==> src/rtl/conv_acc_pkg.sv <==
// Shared sizes, operand-field positions and the tap multiply helper for conv_acc.
package conv_acc_pkg;

  localparam int NK  = 8;            // kernels
  localparam int KSZ = 9;            // taps per kernel (3x3)
  localparam int DW  = 8;            // weight / pixel width
  localparam int AW  = 20;           // signed accumulator width
  localparam int PW  = 2 * DW + 1;   // signed product width
  localparam int NW  = NK * KSZ;     // total weights

  // Control operand (Rn) field positions
  localparam int RN_IN_BIT   = 0;
  localparam int RN_WEN_LSB  = 1;
  localparam int RN_WEN_MSB  = 7;

  // Highest weight-pair write address that lands in the weight store
  localparam logic [6:0] WEN_LIMIT = 7'd36;

  // Signed weight times unsigned pixel, sign-extended to accumulator width.
  function automatic logic signed [AW-1:0] tap_product(
    input logic signed [DW-1:0] w,
    input logic        [DW-1:0] p
  );
    logic signed [PW-1:0] prod;
    prod = PW'(w) * PW'($signed({1'b0, p}));
    return {{(AW-PW){prod[PW-1]}}, prod};
  endfunction

endpackage

==> src/rtl/conv_argmax8.sv <==
// Combinational signed maximum over the kernel sums; on a tie the lowest index wins.
module conv_argmax8
  import conv_acc_pkg::*;
(
  input  logic signed [AW-1:0] vals [NK],
  output logic        [2:0]    idx
);

  logic signed [AW-1:0] best;

  // Linear scan; strict greater-than keeps the earlier index on equal values
  always_comb begin
    best = vals[0];
    idx  = 3'd0;
    for (int i = 1; i < NK; i++) begin
      if (vals[i] > best) begin
        best = vals[i];
        idx  = 3'(i);
      end else begin
        best = best;
        idx  = idx;
      end
    end
  end

endmodule

==> src/rtl/conv_acc.sv <==
// CPU-attached 3x3 convolution classifier: 8 kernels, 9 taps each, argmax of the sums.
module conv_acc
  import conv_acc_pkg::*;
(
  input  logic        clk_i,
  input  logic        rst,
  input  logic [15:0] Rm,
  input  logic [15:0] Rn,
  output logic [3:0]  max_index
);

  localparam logic [3:0] LAST_TAP = 4'(KSZ - 1);
  localparam logic [3:0] FULL     = 4'(KSZ);

  logic signed [DW-1:0] w   [NW];
  logic signed [AW-1:0] acc [NK];
  logic [3:0]           cnt;      // next tap to capture; FULL means window complete
  logic                 done;     // last tap captured on the previous edge
  logic [2:0]           am_idx;
  logic [6:0]           wen;
  logic                 pin;
  logic [6:0]           wa;
  logic [6:0]           we_addr;
  logic                 unused_rn_hi;

  assign wen          = Rn[RN_WEN_MSB:RN_WEN_LSB];
  assign pin          = Rn[RN_IN_BIT];
  assign wa           = wen - 7'd1;
  assign we_addr      = 7'({wa, 1'b0});
  assign unused_rn_hi = ^Rn[15:8];

  conv_argmax8 u_argmax (
    .vals (acc),
    .idx  (am_idx)
  );

  // Weight store, tap accumulation, window counter and registered argmax result
  always_ff @(posedge clk_i or negedge rst) begin
    if (!rst) begin
      for (int i = 0; i < NW; i++) begin
        w[i] <= '0;
      end
      for (int f = 0; f < NK; f++) begin
        acc[f] <= '0;
      end
      cnt       <= 4'd0;
      done      <= 1'b0;
      max_index <= 4'd0;
    end else begin
      // Sums are final one edge after the last tap; publish them now
      if (done) begin
        max_index <= {1'b0, am_idx};
        done      <= 1'b0;
      end
      if (wen != 7'd0) begin
        if (wen <= WEN_LIMIT) begin
          w[we_addr]        <= $signed(Rm[7:0]);
          w[we_addr + 7'd1] <= $signed(Rm[15:8]);
        end
        cnt <= 4'd0;
      end else if (pin) begin
        // Pixels past the ninth in one burst are ignored until a gap
        if (cnt < FULL) begin
          for (int f = 0; f < NK; f++) begin
            acc[f] <= ((cnt == 4'd0) ? $signed({AW{1'b0}}) : acc[f])
                      + tap_product(w[7'(KSZ * f) + {3'b000, cnt}], Rm[7:0]);
          end
          cnt <= cnt + 4'd1;
          if (cnt == LAST_TAP) begin
            done <= 1'b1;
          end
        end
      end else begin
        cnt <= 4'd0;
      end
    end
  end

endmodule

==> config.mk <==
export PLATFORM = sky130hd
export DESIGN_NAME = conv_acc
export DESIGN_NICKNAME = d
export VERILOG_FILES = /design/src/rtl/conv_acc_pkg.sv /design/src/rtl/conv_argmax8.sv /design/src/rtl/conv_acc.sv
export SDC_FILE = /design/constraint.sdc
export NUM_CORES = 2
export LEC_CHECK = 0
export BUFFER_PORTS_ARGS = -buffer_cell sky130_fd_sc_hd__clkbuf_2
export CAP_MARGIN = 25
export CORE_UTILIZATION = 45
export CTS_CLUSTER_DIAMETER = 60
export DETAILED_ROUTE_END_ITERATION = 12
export MAX_ROUTING_LAYER = met4
export PLACE_DENSITY = 0.69
export SYNTH_ARGS = -nofsm -noshare
export SYNTH_HDL_FRONTEND = slang
export SYNTH_SLANG_ARGS = --single-unit
==> constraint.sdc <==
create_clock -name clk_i -period 25.4 [get_ports clk_i]
set_clock_uncertainty 0.15 [all_clocks]
set_input_delay 7.62 -clock clk_i [delete_from_list [all_inputs] [get_ports clk_i]]
set_output_delay 7.62 -clock clk_i [all_outputs]
set_load 0.03 [all_outputs]
==> results.toml <==
[critical_path]
critical_path.max_fanout = 40
cpMaxStageDelayCell = "o221a_2"
crit_top_cell = "a21oi_1"
crit_buf_inv = 5
cpPeakStageDelay_ns = 0.88
crit_path_end_kind = "register"
rrSetupSlack_ns = 3.49
r2r_cells = 86
critPathRequiredTime_ns = 25.84
path_class = "register to register"
timing.rr.start = "acc[159]"
reg2reg_to = "max_index[0]"
path_delay_family = "compound AO/OA/AOI/OAI gates"
cp-start-kind = "register"
worstPathArrival_ns = 22.35

[status]
status = "finished clean"

[placed_design]
placed_area_mm2 = 0.0762
port-buffer-count = 28
gp_congestion = 0.952
dp_hpwl_um = 143000

[clock_tree]
cts_buffers = 100
clk_pin_slew_ns = 0.06
cts_setup_buffers = 0
hold_buffers = 0
numClockSinks = 744
cts_tree = "yes"
cts-root-buf = "clkbuf_16"
cts_max_level = 3
cts_resized = 0
clockBufferDepth = 3
clk_latency_ns = 0.77

[grt]
grt_pass1_wl_um = 320000
track_usage = 0.259
grt_pass1_vias = 53500
antenna_found_initial = 7
grt_max_degree = 174
overflow = 0

[flow_run]
drv_cap = 0

[synthesis]
ys_dominant_reg_cell = "dfrtp_1"
synth_cells = 6449
synth.distinct_cells = 82
syn_area_mm2 = 0.0738
synth_top_area_cell = "dfrtp_1"
async_flop_share = 1.00
ys_seq_area_frac = 0.252
ys_top_cells_by_area = "dfrtp_1 (25%), mux4_2 (20%), fa_1 (11%)"
synth-seq-cells = 744
synthDominantCellAreaShare = 0.252
yosysWarnings = 0
avgSynthCellArea_um2 = 11.4
synth_nets = 7528
synth_edf_count = 0

[floorplanning]
die_h_um = 407
core_area_mm2 = 0.163
die_x_um = 407
dieArea_mm2 = 0.166
io_pins = 38
num_rows = 148
start_util = 0.453

[power_and_ir_drop]
leakagePower_nw = 37.0
power.switching_w = 0.00261
irDropWorstVdd_mv = 0.188
combinationalPowerShare = 0.513
pwr-share-seq = 0.237
p_int_w = 0.00356
power_density_mw_per_mm2 = 77.0
swShare = 0.423
clock_power_share = 0.249

[timing]
period_minus_slack_ns = 21.91
worst_hold_slack_ns = 0.365
tns_ns = 0
achievable-frequency_mhz = 45.6
post-route-period-util = 0.863
setup_viol = 0
tightest_slew_ns = 1.09
slew_headroom = 0.276
hold_viol_final = 0
finalMaxSlewViolations = 0
rsz0062_at_grt = "false"

[min_path]
whs_path_depth = 2
min-delay-start = "acc[151]"
hold_end = "acc[151]"
hold_path_class = "register to register"

[drt]
avgViaCountPerCell = 6.13
drcViolationCount = 0
firstDrtPassIters = 6
wirelength_um = 203000
initialDrtViolationCount = 4831
routed-via-count = 52500
detail_route.wl_per_cell_um = 23.7
ant_nets = 0

[final_layout]
nFillCells = 14100
finish.instance_area_mm2 = 0.0802
drive_gt1_frac = 0.265
fin_nets = 7383
area_growth_pct = 8.73
kinds of logic (layout without fill, tap and decap cells):
logic type	after synthesis	count (layout)	synth area share
multiplexers	1345	1345	0.305
AND/OR/NAND/NOR	1339	1339	0.0883
buffers and inverters	1157	1095	0.0595
adder cells (fa/ha/maj)	1046	1046	0.220
flip-flops	744	744	0.252
AO/OA/AOI/OAI	662	662	0.0564
XOR/XNOR	155	155	0.0184
other	1	8	0.0000508
synthesized netlist by cell type (4+ instances only):
cell       instances
ha_1             629
nor2b_1          107
a22o_1            21
o31ai_2           18
a21oi_1          219
nor3_1            16
fa_1             416
buf_1             52
nand3_1           34
clkbuf_1         345
and3_1            25
inv_1            749
dfrtp_1          744
nand2b_1          90
mux2_2           595
mux2i_1           84
o221ai_1           4
and2_1           223
o21ai_0          188
o2bb2ai_1          7
o211ai_1           7
xnor2_1          136
a211oi_1          11
mux4_2           664
buf_6              5
a31oi_1           10
o21bai_1          88
xor2_1            19
or2_2             27
nand2_1          593
a32oi_1           11
nand4_1           33
o21a_1             5
a21o_1            29
and4_1            11
nor2_1           161
cell type report:
cell class / count / area, um^2 / area share
Inverter: 751 / 2820 / 0.0351
Clock inverter: 56 / 853 / 0.0106
Multi-Input combinational cell: 4548 / 50900 / 0.635
Antenna cell: 7 / 17.5 / 0.000218
Sequential cell: 744 / 18600 / 0.232
Timing Repair Buffer: 159 / 1470 / 0.0184
Tap cell: 2175 / 2720 / 0.0339
Clock buffer: 129 / 2790 / 0.0348
registers in the layout (all words and copies together), names as in the netlist:
name / flops
acc: 160
w: 576
done: 1
max_index: 3
cnt: 4
power by group through the flow:
stage	combinational, W	sequential [W]	clock, W
after floorplan	0.00242	0.00142	0
after global placement	0.00306	0.00146	0
after detailed placement	0.00314	0.00148	0
after CTS	0.00317	0.00146	0.00156
after global routing	0.00356	0.00148	0.00161
final	0.00317	0.00147	0.00154
metrics by stage:
step | std cells | util | setup WS, ns | total power, W
after CTS | 8546 | 0.491 | 3.71 | 0.00619
final | 8569 | 0.493 | 3.49 | 0.00618
after global routing | 8563 | 0.493 | 1.56 | 0.00665
after detailed placement | 8361 | 0.468 | 3.83 | 0.00461
after global placement | 8354 | 0.468 | 3.90 | 0.00452
after floorplan | 6449 | - | 7.81 | 0.00384
placed cells by master, fill, tap and decap left out, types with 88 or more instances in the layout:
master,Yosys,layout
nand2_1,593,591
a21oi_1,219,218
mux2_2,595,595
o21bai_1,88,88
dfrtp_1,744,741
fa_1,416,416
inv_1,749,749
and2_1,223,222
buf_4,2,118
mux4_2,664,664
nand2b_1,90,90
nor2_1,161,145
nor2b_1,107,107
ha_1,629,626
clkbuf_16,0,102
xnor2_1,136,131
o21ai_0,188,188
layer usage:
layer  wire (um)  global-route usage  vias up
met4        9810               0.111        0
met1       82200               0.338    27200
li1            -                   -    22500
met5           0                   -        -
met3       16300              0.0471      451
met2       95000               0.397     2329
how the worst max path moves through the flow:
stage	end	cells past startpoint	start	slack [ns]
2_1_floorplan	max_index[2]	93	acc[159]	7.81
3_3_place_gp	max_index[0]	85	acc[159]	3.90
3_5_place_dp	max_index[0]	86	acc[159]	3.83
4_1_cts	max_index[0]	86	acc[159]	3.71
5_1_grt	max_index[2]	85	acc[159]	1.56
6_report	max_index[0]	86	acc[159]	3.49
worst register-to-register path, delay by kind of cell (launching register included):
kind,cells,cell delay (ns)
compound gates,37,9.22
simple gates,31,6.44
fa+ha+maj,8,2.84
mux,5,1.62
buf+inv,5,1.15
flops,1,0.42
No activity file was read; power rests on OpenSTA's default activity.
